## src/rtl/pipe_pkg.sv

```systemverilog
// Shared pipeline types: skid-stage state encoding and per-stage payload bundles.
package pipe_pkg;

  typedef enum logic [1:0] {
    EMPTY = 2'd0,
    ONE   = 2'd1,
    FULL  = 2'd2
  } skid_state_t;

  // MEM -> WB payload; its width sets DATA_W for that stage instance.
  typedef struct packed {
    logic [31:0] pc;
    logic [31:0] alu_result;
    logic [31:0] mem_rdata;
    logic [4:0]  rd;
    logic        wb_en;
    logic [1:0]  wb_sel;
  } mem_wb_t;

  localparam int unsigned MEM_WB_W = $bits(mem_wb_t);

endpackage

```

## src/rtl/pipe_perf_cnt.sv

```systemverilog
// Saturating event counter.
// Ports: clk, rst_n (async active-low), inc (count enable), cnt (value, holds at all-ones).
module pipe_perf_cnt
  import pipe_pkg::*;
#(
  parameter int unsigned CNT_W = 32
) (
  input  logic             clk,
  input  logic             rst_n,
  input  logic             inc,
  output logic [CNT_W-1:0] cnt
);

  logic [CNT_W-1:0] cnt_q;
  logic [CNT_W-1:0] cnt_d;

  always_comb begin
    cnt_d = cnt_q;
    if (inc && (cnt_q != '1)) begin
      cnt_d = cnt_q + 1'b1;
    end
  end

  always_ff @(posedge clk or negedge rst_n) begin
    if (!rst_n) begin
      cnt_q <= '0;
    end else begin
      cnt_q <= cnt_d;
    end
  end

  assign cnt = cnt_q;

endmodule

```

## src/rtl/pipe_stage_skid.sv

```systemverilog
// Elastic pipeline-stage register with one-entry skid buffer and synchronous flush.
// Ports: clk, rst_n (async active-low), flush, in_valid/in_ready/in_data (upstream),
//        out_valid/out_ready/out_data (downstream); with PIPE_SKID_PERF_EN also
//        stall_cnt and bubble_cnt saturating performance counters.
// in_ready and out_valid come straight from the state register.
module pipe_stage_skid
  import pipe_pkg::*;
#(
  parameter int unsigned DATA_W = MEM_WB_W
`ifdef PIPE_SKID_PERF_EN
  , parameter int unsigned CNT_W = 32
`endif
) (
  input  logic              clk,
  input  logic              rst_n,
  input  logic              flush,
  input  logic              in_valid,
  output logic              in_ready,
  input  logic [DATA_W-1:0] in_data,
  output logic              out_valid,
  input  logic              out_ready,
  output logic [DATA_W-1:0] out_data
`ifdef PIPE_SKID_PERF_EN
  , output logic [CNT_W-1:0] stall_cnt
  , output logic [CNT_W-1:0] bubble_cnt
`endif
);

  skid_state_t       state_q, state_d;
  logic [DATA_W-1:0] main_q, main_d;
  logic [DATA_W-1:0] skid_q, skid_d;
  logic              acc;
  logic              fire;

  assign out_valid = (state_q != EMPTY);
  assign in_ready  = (state_q != FULL);
  assign out_data  = main_q;

  assign acc  = in_valid & in_ready;
  assign fire = out_valid & out_ready;

  always_comb begin
    state_d = state_q;
    main_d  = main_q;
    skid_d  = skid_q;
    if (flush) begin
      // Squash: valid state clears, data registers keep their contents.
      state_d = EMPTY;
    end else begin
      case (state_q)
        EMPTY: begin
          if (acc) begin
            main_d  = in_data;
            state_d = ONE;
          end
        end
        ONE: begin
          if (acc && fire) begin
            main_d = in_data;
          end else if (acc) begin
            skid_d  = in_data;
            state_d = FULL;
          end else if (fire) begin
            state_d = EMPTY;
          end
        end
        FULL: begin
          if (fire) begin
            main_d  = skid_q;
            state_d = ONE;
          end
        end
        default: state_d = EMPTY;
      endcase
    end
  end

  always_ff @(posedge clk or negedge rst_n) begin
    if (!rst_n) begin
      state_q <= EMPTY;
      main_q  <= '0;
      skid_q  <= '0;
    end else begin
      state_q <= state_d;
      main_q  <= main_d;
      skid_q  <= skid_d;
    end
  end

`ifdef PIPE_SKID_PERF_EN
  pipe_perf_cnt #(.CNT_W(CNT_W)) u_stall_cnt (
    .clk   (clk),
    .rst_n (rst_n),
    .inc   (out_valid & ~out_ready),
    .cnt   (stall_cnt)
  );

  pipe_perf_cnt #(.CNT_W(CNT_W)) u_bubble_cnt (
    .clk   (clk),
    .rst_n (rst_n),
    .inc   (~out_valid),
    .cnt   (bubble_cnt)
  );
`endif

endmodule

```

## config.mk

```make
export PLATFORM = sky130hd
export DESIGN_NAME = pipe_stage_skid
export DESIGN_NICKNAME = d
export VERILOG_FILES = /design/src/rtl/pipe_pkg.sv /design/src/rtl/pipe_perf_cnt.sv /design/src/rtl/pipe_stage_skid.sv
export SDC_FILE = /design/constraint.sdc
export NUM_CORES = 1
export LEC_CHECK = 0
export CAP_MARGIN = 15
export CORE_ASPECT_RATIO = 0.75
export CORE_MARGIN = 2
export CORE_UTILIZATION = 40
export CTS_CLUSTER_SIZE = 24
export DETAILED_ROUTE_END_ITERATION = 10
export DONT_BUFFER_PORTS = 1
export SLEW_MARGIN = 20
export SYNTH_ARGS = -nofsm -noshare
export SYNTH_HDL_FRONTEND = slang
export SYNTH_HIERARCHICAL = 1
export SYNTH_SLANG_ARGS = --single-unit
```

## constraint.sdc

```tcl
create_clock -name clk -period 1.99 [get_ports clk]
set_input_delay 0.199 -clock clk [delete_from_list [all_inputs] [get_ports clk]]
set_output_delay 0.199 -clock clk [all_outputs]
set_load 0.1 [all_outputs]
```

==> results.md <==
* Initial antenna violation count at 0
* RD Place Congestion at 0.725
* Clk slew on worst S/H paths at about 60 ps
* TritonCTS clock tree: yes
* Antenna Cells at 0
* Mapped Area at 0.00946 mm^2
* Total wire length at 20.9 mm
* Mapped Nets at 681
* Count of different cell masters after synthesis at 22
* WP data arrival at 1690 ps
* EDFF count, synth at 0
* RSZ-0062 raised after global routing: no
* Tcrit/Tclk final at 0.948
* Synth Area per Inst at 16.5 um^2
* Peak supply drop at 871 uV
* Max_cap viols at 0
* Final min period at 1890 ps
* Failing checks: hold timing
* CTS root buffer: clkbuf_16
* Worst hold slack at -608 ps
* FMAX at 530 MHz
* Setup slack, reg-to-reg at between 100 and 150 ps
* Vias in the first global route at just over 6000
* Seq/Total Area, Yosys at 0.555
* Core Box Area at ~0.023 mm^2
* I/O pin count at 215
* Slew Limit Fails at 0
* Final ANT Viol Nets at 0
* Layout cell share with drive strength beyond 1 at 0.517
* Design Area, Final at 0.0125 mm^2
* Crit-path max FO at 4
* # hold bufs at CTS at 107
* Top_reg_cell synth: dfrtp_1
* Clock Skew at 7.83 ps
* RR Endpoint: out_data[82]$_DFFE_PN0P_
* Max transition margin at 0.635
* First-pass GRT wire length at 33.1 mm
* Worst stage delay on the critical path at 530 ps
* Clk buf depth at 3
* Synth Warn # at 6
* Setup TNS at 0 ps
* Port Buffers at 0
* 1st-pass router iterations at 4
* Total GRT Usage at 0.165
* Residual DRC count at 0
* Area added between synthesis and finish at 32.5%
* Cells on worst reg2reg path at 7
* Row count at 48
* Hold WC Path Type: input pin to async pin
* Die W at ~180 um
* Final nets at slightly above 900
* Via density at around 5
* CP Cell Sequence: buf_4, buf_4, or2_2
* Setup crit end kind: output pin
* Worst path slowest cell: or2_2
* Crit start category: flip-flop
* Die height at 137 um
* Slew @ Worst Pin at between 500 and 600 ps
* Initial Util at 0.409
* Vias at 5580
* Initial DRC count at approximately 170
* R2R Path Start: state_q[1]$_DFFE_PN0P_
* Placed cell area at 0.0106 mm^2
* Gr ovfl total at 0
* Pwr dens at 1240 mW/mm^2
* Drt wl/cell at about 19 um
* Sink Count at between 200 and 250
* Final core utilization at 0.542
* Hold Fails Final Rpt at 210
* Critical Path RT at approximately 1800 ps
* CTS H-tree lvls at 1
* Post-DP HPWL at 13.3 mm
* Largest net degree at the start of global routing at 211
* Later-pin clock latency in the skew report at 500 ps
* Register bit total from synthesis at 210
* Cells after synthesis at 572
* FFs w/ async S/R, synth at 1.00
* CTS buffer count at 22
* # setup viols final at 0
* Worst setup path class: flip-flop to output pin
* Status: complete, but fails checks
* Most numerous cell on the critical path: buf_4
* P_leak at 5.55 nW
* Die area at 0.0249 mm^2
metal layers:
metal,vias to the layer above,global-route usage,part of all wire
li1,2508,-,-
met1,2875,0.214,0.44
met2,165,0.270,0.46
met3,32,0.0526,0.075
met4,0,0.0434,0.023
met5,-,0,0
cells by family (layout without fill, tap and decap cells):
family / count (synthesis) / in the layout / share of synthesized area
DFF: 210 / 210 / 0.555
AOI/OAI and AO/OA: 5 / 5 / 0.00370
and+or+nand+nor: 10 / 10 / 0.00675
buffers and inverters: 35 / 277 / 0.0323
muxes: 312 / 312 / 0.402
Yosys cell counts (all sizes together) (2+ instances only):
library cell / instances / share of area
buf: 34 / 0.032
a21oi: 3 / 0.0020
nor2b: 2 / 0.0016
nand2: 2 / 0.00079
mux2: 312 / 0.40
dfrtp: 210 / 0.56
worst max-delay path by stage:
stage / endpoint / slack [ps] / cells past startpoint / startpoint
after global routing: out_data[78]$_DFFE_PN0P_ / 30 / 7 / state_q[1]$_DFFE_PN0P_
after CTS: in_ready / 30 / 5 / state_q[0]$_DFFE_PN0P_
after global placement: skid_q[3]$_DFFE_PN0P_ / 170 / 5 / state_q[1]$_DFFE_PN0P_
after floorplan: out_data[78]$_DFFE_PN0P_ / 120 / 6 / state_q[1]$_DFFE_PN0P_
final: out_valid / 100 / 3 / state_q[1]$_DFFE_PN0P_
after detailed placement: out_data[67]$_DFFE_PN0P_ / 110 / 5 / state_q[0]$_DFFE_PN0P_
power breakdown:
part / total, mW / switching, mW / internal [mW]
clock: 3.97 / 1.64 / 2.33
combinational: 5.74 / 4.03 / 1.71
sequential: 5.85 / 0.532 / 5.31
total: 15.6 / 6.20 / 9.35
critical path, delay by kind of cell (launching register included):
family / cells / cell delay, ps
buffers and inverters: 2 / 280
flip-flops: 1 / 380
AND/OR/NAND/NOR: 1 / 530
layout by cell type, fill, tap and decap left out, drive strengths merged, types with 2 or more instances in the layout:
cell / count
mux2: 312
dlygate4sd3: 107
a21oi: 3
buf: 128
dfrtp: 210
nor2b: 2
nand2: 2
clkbuf: 37
clkinv: 3
through the flow:
stage | cells | power, mW | worst slack [ps] | hold slack (ps)
finish | 1114 | 15.6 | 104 | -608
global route | 1114 | 16.2 | 28.7 | -637
CTS | 1108 | 15.7 | 32.8 | -633
detailed placement | 959 | 11.4 | 113 | -91.3
global placement | 959 | 11.3 | 166 | -91.1
floorplan | 572 | 10.3 | 124 | -96.6
area by class of cell:
| cell class | instances | area, um^2 |
|---|---|---|
| Tap cell | 300 | 375 |
| Timing Repair Buffer | 238 | 2280 |
| Inverter | 1 | 3.75 |
| Fill cell | 1893 | 10600 |
| Clock inverter | 3 | 15.0 |
| Sequential cell | 210 | 5260 |
| Clock buffer | 35 | 681 |
| Multi-Input combinational cell | 327 | 3920 |
flip-flops by register name, summed over array words and instances, names as in the netlist:
register / flops
out_data: 104
skid_q: 104
state_q: 2
timing repair:
| action | 4_1_cts | 5_1_grt |
|---|---|---|
| endpoints found under the setup margin | 1 | 122 |
| buffers inserted | 3 | 5 |
| endpoints found under the hold margin | 420 | 210 |
| resized for setup | 2 | 4 |
| pin swaps | 0 | 1 |
| cloned | 1 | 2 |
Note: power is estimated with default switching activity, not from simulation.
